### src/rtl/hazard_ctrl.sv
`default_nettype none
// ============================================================================
// Module      : hazard_ctrl
// Description : Pipeline hazard controller for the 5-stage core. Resolves the
//               hazards forwarding cannot cover: load-use stalls, wrong-path
//               flushes on a taken branch resolved in EX, and whole-pipe
//               freezes while a data-memory access in MEM is outstanding.
//               Also flags over-long memory waits (sticky) and keeps
//               saturating stall / flush performance counters.
// Ports       : clk, rst_n                  clock, async active-low reset
//               ID_rs1/2, ID_use_rs1/2      ID-stage source operands
//               EX_rd, EX_memread           EX-stage load destination
//               EX_branch_taken             taken branch resolved in EX
//               MEM_req, MEM_ready          MEM-stage access handshake
//               PC_write, IF_ID_write       front-end update enables
//               IF_ID_flush, ID_EX_flush    bubble insertion
//               pipe_hold, MEM_WB_flush     memory-wait freeze controls
//               mem_timeout                 sticky wait-overrun flag
//               stall_cycles, flush_count   saturating perf counters
// Revision    : 1.0 - initial release
// ============================================================================
module hazard_ctrl #(
    parameter int MAX_WAIT = 255,
    parameter int CNT_W    = 32
) (
    input  logic             clk,
    input  logic             rst_n,
    input  logic [4:0]       ID_rs1,
    input  logic [4:0]       ID_rs2,
    input  logic             ID_use_rs1,
    input  logic             ID_use_rs2,
    input  logic [4:0]       EX_rd,
    input  logic             EX_memread,
    input  logic             EX_branch_taken,
    input  logic             MEM_req,
    input  logic             MEM_ready,
    output logic             PC_write,
    output logic             IF_ID_write,
    output logic             IF_ID_flush,
    output logic             ID_EX_flush,
    output logic             pipe_hold,
    output logic             MEM_WB_flush,
    output logic             mem_timeout,
    output logic [CNT_W-1:0] stall_cycles,
    output logic [CNT_W-1:0] flush_count
);

    localparam int              c_WAIT_W   = (MAX_WAIT < 1) ? 1 : $clog2(MAX_WAIT + 1);
    localparam logic [c_WAIT_W-1:0] c_MAX_WAIT = c_WAIT_W'(MAX_WAIT);

    localparam logic [0:0] c_ST_RUN      = 1'b0;
    localparam logic [0:0] c_ST_MEM_WAIT = 1'b1;

    logic [0:0]          r_state;
    logic [0:0]          w_state_nxt;
    logic [c_WAIT_W-1:0] r_wait_cnt;
    logic [c_WAIT_W-1:0] w_wait_cnt_nxt;
    logic                r_mem_timeout;
    logic                w_mem_timeout_nxt;
    logic [CNT_W-1:0]    r_stall_cycles;
    logic [CNT_W-1:0]    r_flush_count;

    logic w_mem_stall;
    logic w_load_use;
    logic w_stall_event;
    logic w_flush_event;

    assign w_mem_stall = MEM_req & ~MEM_ready;

    // x0 is hardwired zero, so a load targeting it never creates a dependency.
    assign w_load_use = EX_memread & (EX_rd != 5'd0) &
                        ((ID_use_rs1 & (ID_rs1 == EX_rd)) |
                         (ID_use_rs2 & (ID_rs2 == EX_rd)));

    // A load-use under a taken branch is not a stall: ID holds a wrong-path op.
    assign w_stall_event = w_mem_stall | (w_load_use & ~EX_branch_taken);
    // While memory stalls, the branch stays parked in EX and is counted on release.
    assign w_flush_event = EX_branch_taken & ~w_mem_stall;

    // ------------------------------------------------------------------------
    // Control outputs: purely combinational, priority-ordered. rst_n gates
    // them directly so the pipe is held in a clean bubbled state during reset.
    // ------------------------------------------------------------------------
    always_comb begin
        PC_write     = 1'b1;
        IF_ID_write  = 1'b1;
        IF_ID_flush  = 1'b0;
        ID_EX_flush  = 1'b0;
        pipe_hold    = 1'b0;
        MEM_WB_flush = 1'b0;
        if (!rst_n) begin
            PC_write     = 1'b0;
            IF_ID_write  = 1'b0;
            IF_ID_flush  = 1'b1;
            ID_EX_flush  = 1'b1;
            MEM_WB_flush = 1'b1;
        end else if (w_mem_stall) begin
            pipe_hold    = 1'b1;
            PC_write     = 1'b0;
            IF_ID_write  = 1'b0;
            MEM_WB_flush = 1'b1;
        end else if (EX_branch_taken) begin
            IF_ID_flush  = 1'b1;
            ID_EX_flush  = 1'b1;
        end else if (w_load_use) begin
            PC_write     = 1'b0;
            IF_ID_write  = 1'b0;
            ID_EX_flush  = 1'b1;
        end
    end

    // ------------------------------------------------------------------------
    // Memory-wait tracker: only observes the wait, never aborts the access.
    // ------------------------------------------------------------------------
    always_comb begin
        w_state_nxt       = r_state;
        w_wait_cnt_nxt    = r_wait_cnt;
        w_mem_timeout_nxt = r_mem_timeout;
        case (r_state)
            c_ST_RUN: begin
                if (w_mem_stall) begin
                    w_state_nxt    = c_ST_MEM_WAIT;
                    w_wait_cnt_nxt = c_WAIT_W'(1);
                end
            end
            c_ST_MEM_WAIT: begin
                if (MEM_ready || !MEM_req) begin
                    w_state_nxt    = c_ST_RUN;
                    w_wait_cnt_nxt = '0;
                end else begin
                    if (r_wait_cnt != c_MAX_WAIT) begin
                        w_wait_cnt_nxt = r_wait_cnt + c_WAIT_W'(1);
                    end
                    if (r_wait_cnt == c_MAX_WAIT) begin
                        w_mem_timeout_nxt = 1'b1;
                    end
                end
            end
            default: begin
                w_state_nxt    = c_ST_RUN;
                w_wait_cnt_nxt = '0;
            end
        endcase
    end

    always_ff @(posedge clk or negedge rst_n) begin
        if (!rst_n) begin
            r_state       <= c_ST_RUN;
            r_wait_cnt    <= '0;
            r_mem_timeout <= 1'b0;
        end else begin
            r_state       <= w_state_nxt;
            r_wait_cnt    <= w_wait_cnt_nxt;
            r_mem_timeout <= w_mem_timeout_nxt;
        end
    end

    // ------------------------------------------------------------------------
    // Saturating performance counters.
    // ------------------------------------------------------------------------
    always_ff @(posedge clk or negedge rst_n) begin
        if (!rst_n) begin
            r_stall_cycles <= '0;
            r_flush_count  <= '0;
        end else begin
            if (w_stall_event && (r_stall_cycles != {CNT_W{1'b1}})) begin
                r_stall_cycles <= r_stall_cycles + CNT_W'(1);
            end
            if (w_flush_event && (r_flush_count != {CNT_W{1'b1}})) begin
                r_flush_count <= r_flush_count + CNT_W'(1);
            end
        end
    end

    assign mem_timeout  = r_mem_timeout;
    assign stall_cycles = r_stall_cycles;
    assign flush_count  = r_flush_count;

endmodule
`default_nettype wire
### config.mk
export PLATFORM = sky130hd
export DESIGN_NAME = hazard_ctrl
export DESIGN_NICKNAME = d
export VERILOG_FILES = /design/src/rtl/hazard_ctrl.sv
export SDC_FILE = /design/constraint.sdc
export NUM_CORES = 1
export LEC_CHECK = 0
export CAP_MARGIN = 20
export CORE_MARGIN = 4
export CORE_UTILIZATION = 45
export CTS_BUF_LIST = sky130_fd_sc_hd__clkbuf_4 sky130_fd_sc_hd__clkbuf_8
export CTS_CLUSTER_SIZE = 40
export DETAILED_ROUTE_END_ITERATION = 8
export PLACE_DENSITY_LB_ADDON = 0.08
export SYNTH_ARGS = -nofsm -noshare
export SYNTH_HDL_FRONTEND = slang
export SYNTH_SLANG_ARGS = --single-unit
### constraint.sdc
create_clock -name clk -period 3.56 [get_ports clk]
set_clock_uncertainty 0.15 [all_clocks]
set_input_delay 0.712 -clock clk [delete_from_list [all_inputs] [get_ports clk]]
set_output_delay 0.712 -clock clk [all_outputs]
set_load 0.05 [all_outputs]
* Word-level counts from Yosys, hierarchy flattened
Cells that the tools add are included.
** Word-level totals
- Register bits after elaboration :: 74
- Bits of input ports :: 23
- Output and inout bits :: 71
- Logic and storage cells :: 57
** Operators by class
- Add/subtract/negate cells :: 3
- Equal/unequal tests :: 8
- Muxes and demuxes :: 20
- Bitwise logic cells :: 14
- Reduce and logical (&&, ||, !) cells :: 7
** Operators by type and width (count)
- 32-bit by 1-bit adder with 32-bit output, second input constant :: 2
- 32-bit != test, second input constant :: 2
- 8-bit 2-to-1 mux :: 3
- 8-bit one-hot mux with 2 select lines :: 1
- 1-bit 2-to-1 mux :: 15
- 5-bit equality test :: 2
- 8-bit by 1-bit adder with 8-bit output, second input constant :: 1
- 8-bit equality test, second input constant :: 1
- 8-bit != test, second input constant :: 1
- 1-bit bitwise AND :: 7
- 1-bit inverter :: 5
- 5-bit nonzero test :: 1
- 3-bit by 1-bit != test with 1-bit output, second input constant :: 1
- 3-bit AND reduction :: 1
- 1-bit logical AND :: 2
- 2-bit != test, second input constant :: 1
- 1-bit bitwise OR :: 2
- 1-bit one-hot mux with 2 select lines :: 1
- 2-bit AND reduction :: 1
- 1-bit zero test :: 1
- 1-bit logical OR :: 1

* Depth between registers and ports, before layout
- Depth after elaboration :: 8
- Gate-level depth with buffers :: 8
- Depth with buffers taken out :: 7

* Worst setup path before layout
OpenSTA, ideal clock, no wires.
- Path type :: input-to-output
- Start point :: in EX_rd[1]
- End point :: out PC_write
- Data arrival time :: 2653 ps
- Data required time :: 2698 ps
- Path slack :: 45 ps
- Stages on the path :: 5
- Path buffers :: 1
- Cell sequence :: or4_1 o21ai_2 nor2_1 a21oi_1 buf_4
** On the way
- Longest elaborated chain between the ends :: 8
** RTL lines
- from (decl) :: line 32 : input logic [4:0] EX_rd,
- 5-bit equality test, on equally long branches :: line 72, 73
- 1-bit bitwise AND, on equally long branches :: line 72, 73
- 1-bit bitwise OR :: line 72 : ((ID_use_rs1 & (ID_rs1 == EX_rd)) |
- 1-bit bitwise AND (*) :: line 71 : assign w_load_use = EX_memread & (EX_rd != 5'd0) &
- 1-bit 2-to-1 mux (*) (4 in series)
- to (decl) :: line 37 : output logic PC_write,
Mark *: on every way between the ends. The rest lies on a longest branch, timed or not.

* Final worst setup path
- Start point :: in EX_rd[1]
- End point :: out PC_write
** On the way
- Longest elaborated chain between the ends :: 8
** RTL lines
- 5-bit equality test, on equally long branches :: line 72, 73
- 1-bit bitwise AND, on equally long branches :: line 72, 73
- 1-bit bitwise OR :: line 72
- 1-bit bitwise AND (*) :: line 71
- 1-bit 2-to-1 mux (*) :: line 105 : end else if (w_load_use) begin
- 1-bit 2-to-1 mux (*) :: line 102 : end else if (EX_branch_taken) begin
- 1-bit 2-to-1 mux (*) :: line 97 : end else if (w_mem_stall) begin
- 1-bit 2-to-1 mux (*) :: line 91 : if (!rst_n) begin
Marks and branches as above.

==> results.toml <==
[pwr]
finalPower_mw = 2.39
powerDensity_nw_per_um2 = 468
power_leakage_nw = 2.23
peakVddDrop_uv = 521

[placement]
dp_worst_setup_slack_ns = 0.232
place_inst = 558
gp_congestion = 0.843
placed_area_um2 = 4870
port_buffers = 93
dpl.hpwl_mm = 6.44

[synthesis]
ys_seq_area_share_pct = 49.0
async_flop_share_pct = 100
yosysWarnings = 0
synth_seq_cells = 74
synth_nets = 388
syn-instance-count = 362
synth-compound-area-share_pct = 3.18
synthAdderAreaFrac_pct = 0.993
synth_top_family_by_area = "simple AND/OR/NAND/NOR gates"
synth_cell_type_count = 44
synth_top_area_share_pct = 49.0
synthMuxAreaShare_pct = 0.861
ys.flop_type = "dfrtp_1"
synth_area_um2 = 3780
synth_xor_area_share_pct = 17.8
synth_area_leaders = "dfrtp_1 (49%), xnor2_1 (11%), xor2_1 (7.0%)"
yosys.area.top_type = "dfrtp_1"
syn_area_per_cell_um2 = 10.4
synth-simple-area-share_pct = 26.2
synth-edff-count = 0

[global_routing]
grt_max_degree = 71
grt_pass1_wl_mm = 15.2
antenna_found_initial = 0
grt_pass1_vias = 3109
gr-total-overflow = 0
grt_usage_pct = 18.8

[timing]
worst_slew_pin_slew_ns = 0.891
finalCritPeriodShare_pct = 93.5
relSlewSlack_pct = 40.6
drv_slew = 0
fin_ws_ns = 0.233
min_period_ns = 3.33
rsz0062_at_grt = "false"
holdWs_ns = 0.0200
setup_viol_count_final = 0
fin_tns_setup_ns = 0
clock.fmax_mhz = 301
hold_viol_final = 0

[layout]
fin_area_um2 = 5110
fin_cells = 574
area_growth_pct = 35.2
final_cell_mix = "clkdlybuf4s50_1 (86), dfrtp_1 (74), xnor2_1 (47)"
area.sequential_um2 = 1850
layout_commonest_cell = "clkdlybuf4s50_1"
fill_cells = 684
antenna_cells = 0
multi_input_comb_area_um2 = 1860
layout-drive-gt1-share_pct = 10.4
final_nets = 490
final_util_pct = 62.5

[critical_path]
criticalPathCategory = "in2out"
crit_buf_inv = 3
slowest_stage = "or4_1"
worstPathArrival_ns = 2.47
cp-end-kind = "output port"
worstSetupPathDepth = 7
path_cells = "clkdlybuf4s50_1 -> or4_1 -> o21ai_2 -> nor2_1 -> a21oi_1 -> buf_4 -> buf_12"
cp_top_family = "buffers and inverters"
cp_max_fo = 3
max_stage_delay_ns = 0.56
required_ns = 2.70
reg2regPathDepth = 6
critical_path.startpoint_type = "primary input"

[clock_network]
clk_latency_ns = 0.34
post_cts_buffers = 0
ctsResizeCount = 0
h-tree-depth = 3
cts_hold_buf = 0
cts.clk_slew.worst_paths_ns = 0.07
cts_max_path_buffers = 2
cts_root_buf = "clkbuf_8"
tritoncts = "yes"
cts.sinks = 74
numCtsBuffers = 9

[routing]
vias_per_cell = 5.29
wl_per_cell_um = 15.1
drt-pass1-iter-count = 4
drtIter0Drc = 109
num_vias = 3037
wirelength_mm = 8.69
drc = 0
final_antenna_net_count = 0

[worst_hold_path]
hp-class = "in2async"

[die]
core_um2 = 8180
rows = 33
die_h_um = 99.6
die-area_um2 = 9930
die_w_um = 99.6
ios = 94
start_util_pct = 46.2

[outcome]
status = "finished clean"

[flow_run]
drv_cap = 0
kinds of logic after synthesis:
group,count (synthesis)
AND/OR/NAND/NOR,175
XOR/XNOR,77
flip-flops,74
AO/OA/AOI/OAI,17
buffers and inverters,13
multiplexers,3
adder cells (fa/ha/maj),3
final cells by class:
class | instances | area share [%]
multi-input combinational | 275 | 36.3
clock buffer | 12 | 3.23
clock inverter | 4 | 1.42
timing repair buffer | 97 | 19.7
sequential | 74 | 36.2
tap | 105 | 2.57
inverter | 7 | 0.514
cells in the mapped netlist, types with 4 or more instances:
| master | count |
|---|---|
| and2_1 | 8 |
| nor2_1 | 27 |
| buf_4 | 4 |
| o21ai_0 | 4 |
| and3_1 | 8 |
| xor2_1 | 30 |
| nor4_1 | 9 |
| nor3_1 | 16 |
| xnor2_1 | 47 |
| dfrtp_1 | 74 |
| inv_1 | 6 |
| nand3_1 | 21 |
| nand4_1 | 19 |
| nand2_1 | 40 |
routing by layer:
layer	GRT usage [%]	vias to the layer above	share of wire, %
met5	0	-	0
met4	5.36	0	0.91
met2	28.7	76	46
met1	26.5	1482	48
met3	5.12	6	5.4
li1	-	1473	-
path summary, 6_finish.rpt:
kind / startpoint / endpoint / slack [ns]
max: EX_rd[1] / PC_write / 0.23
min: rst_n / r_wait_cnt[5] / 0.02
max reg2reg: stall_cycles[0] / stall_cycles[1] / 1.00
min reg2reg: mem_timeout / mem_timeout / 0.31
max in group asynchronous: rst_n / stall_cycles[28] / 2.17
min in group clk: mem_timeout / mem_timeout / 0.31
state kept, by name (all words and copies together), names as in the netlist:
register      cells
flush_count      32
mem_timeout       1
r_state           1
r_wait_cnt        8
stall_cycles     32
worst register-to-register path, stage by stage, from the launching register on:
cell	delay, ns
dfrtp_1	0.42
ha_1	0.22
nand3_1	0.19
nor4b_1	0.48
nand4_1	0.26
nand3_2	0.35
mux2_2	0.38
report_power, final:
part	leakage, nW	switching, mW	internal, mW
Clock	0.119	0.300	0.451
Sequential	0.976	0.103	0.911
Combinational	1.14	0.393	0.232
Total	2.23	0.796	1.59
(Power assumes the default switching activity.)
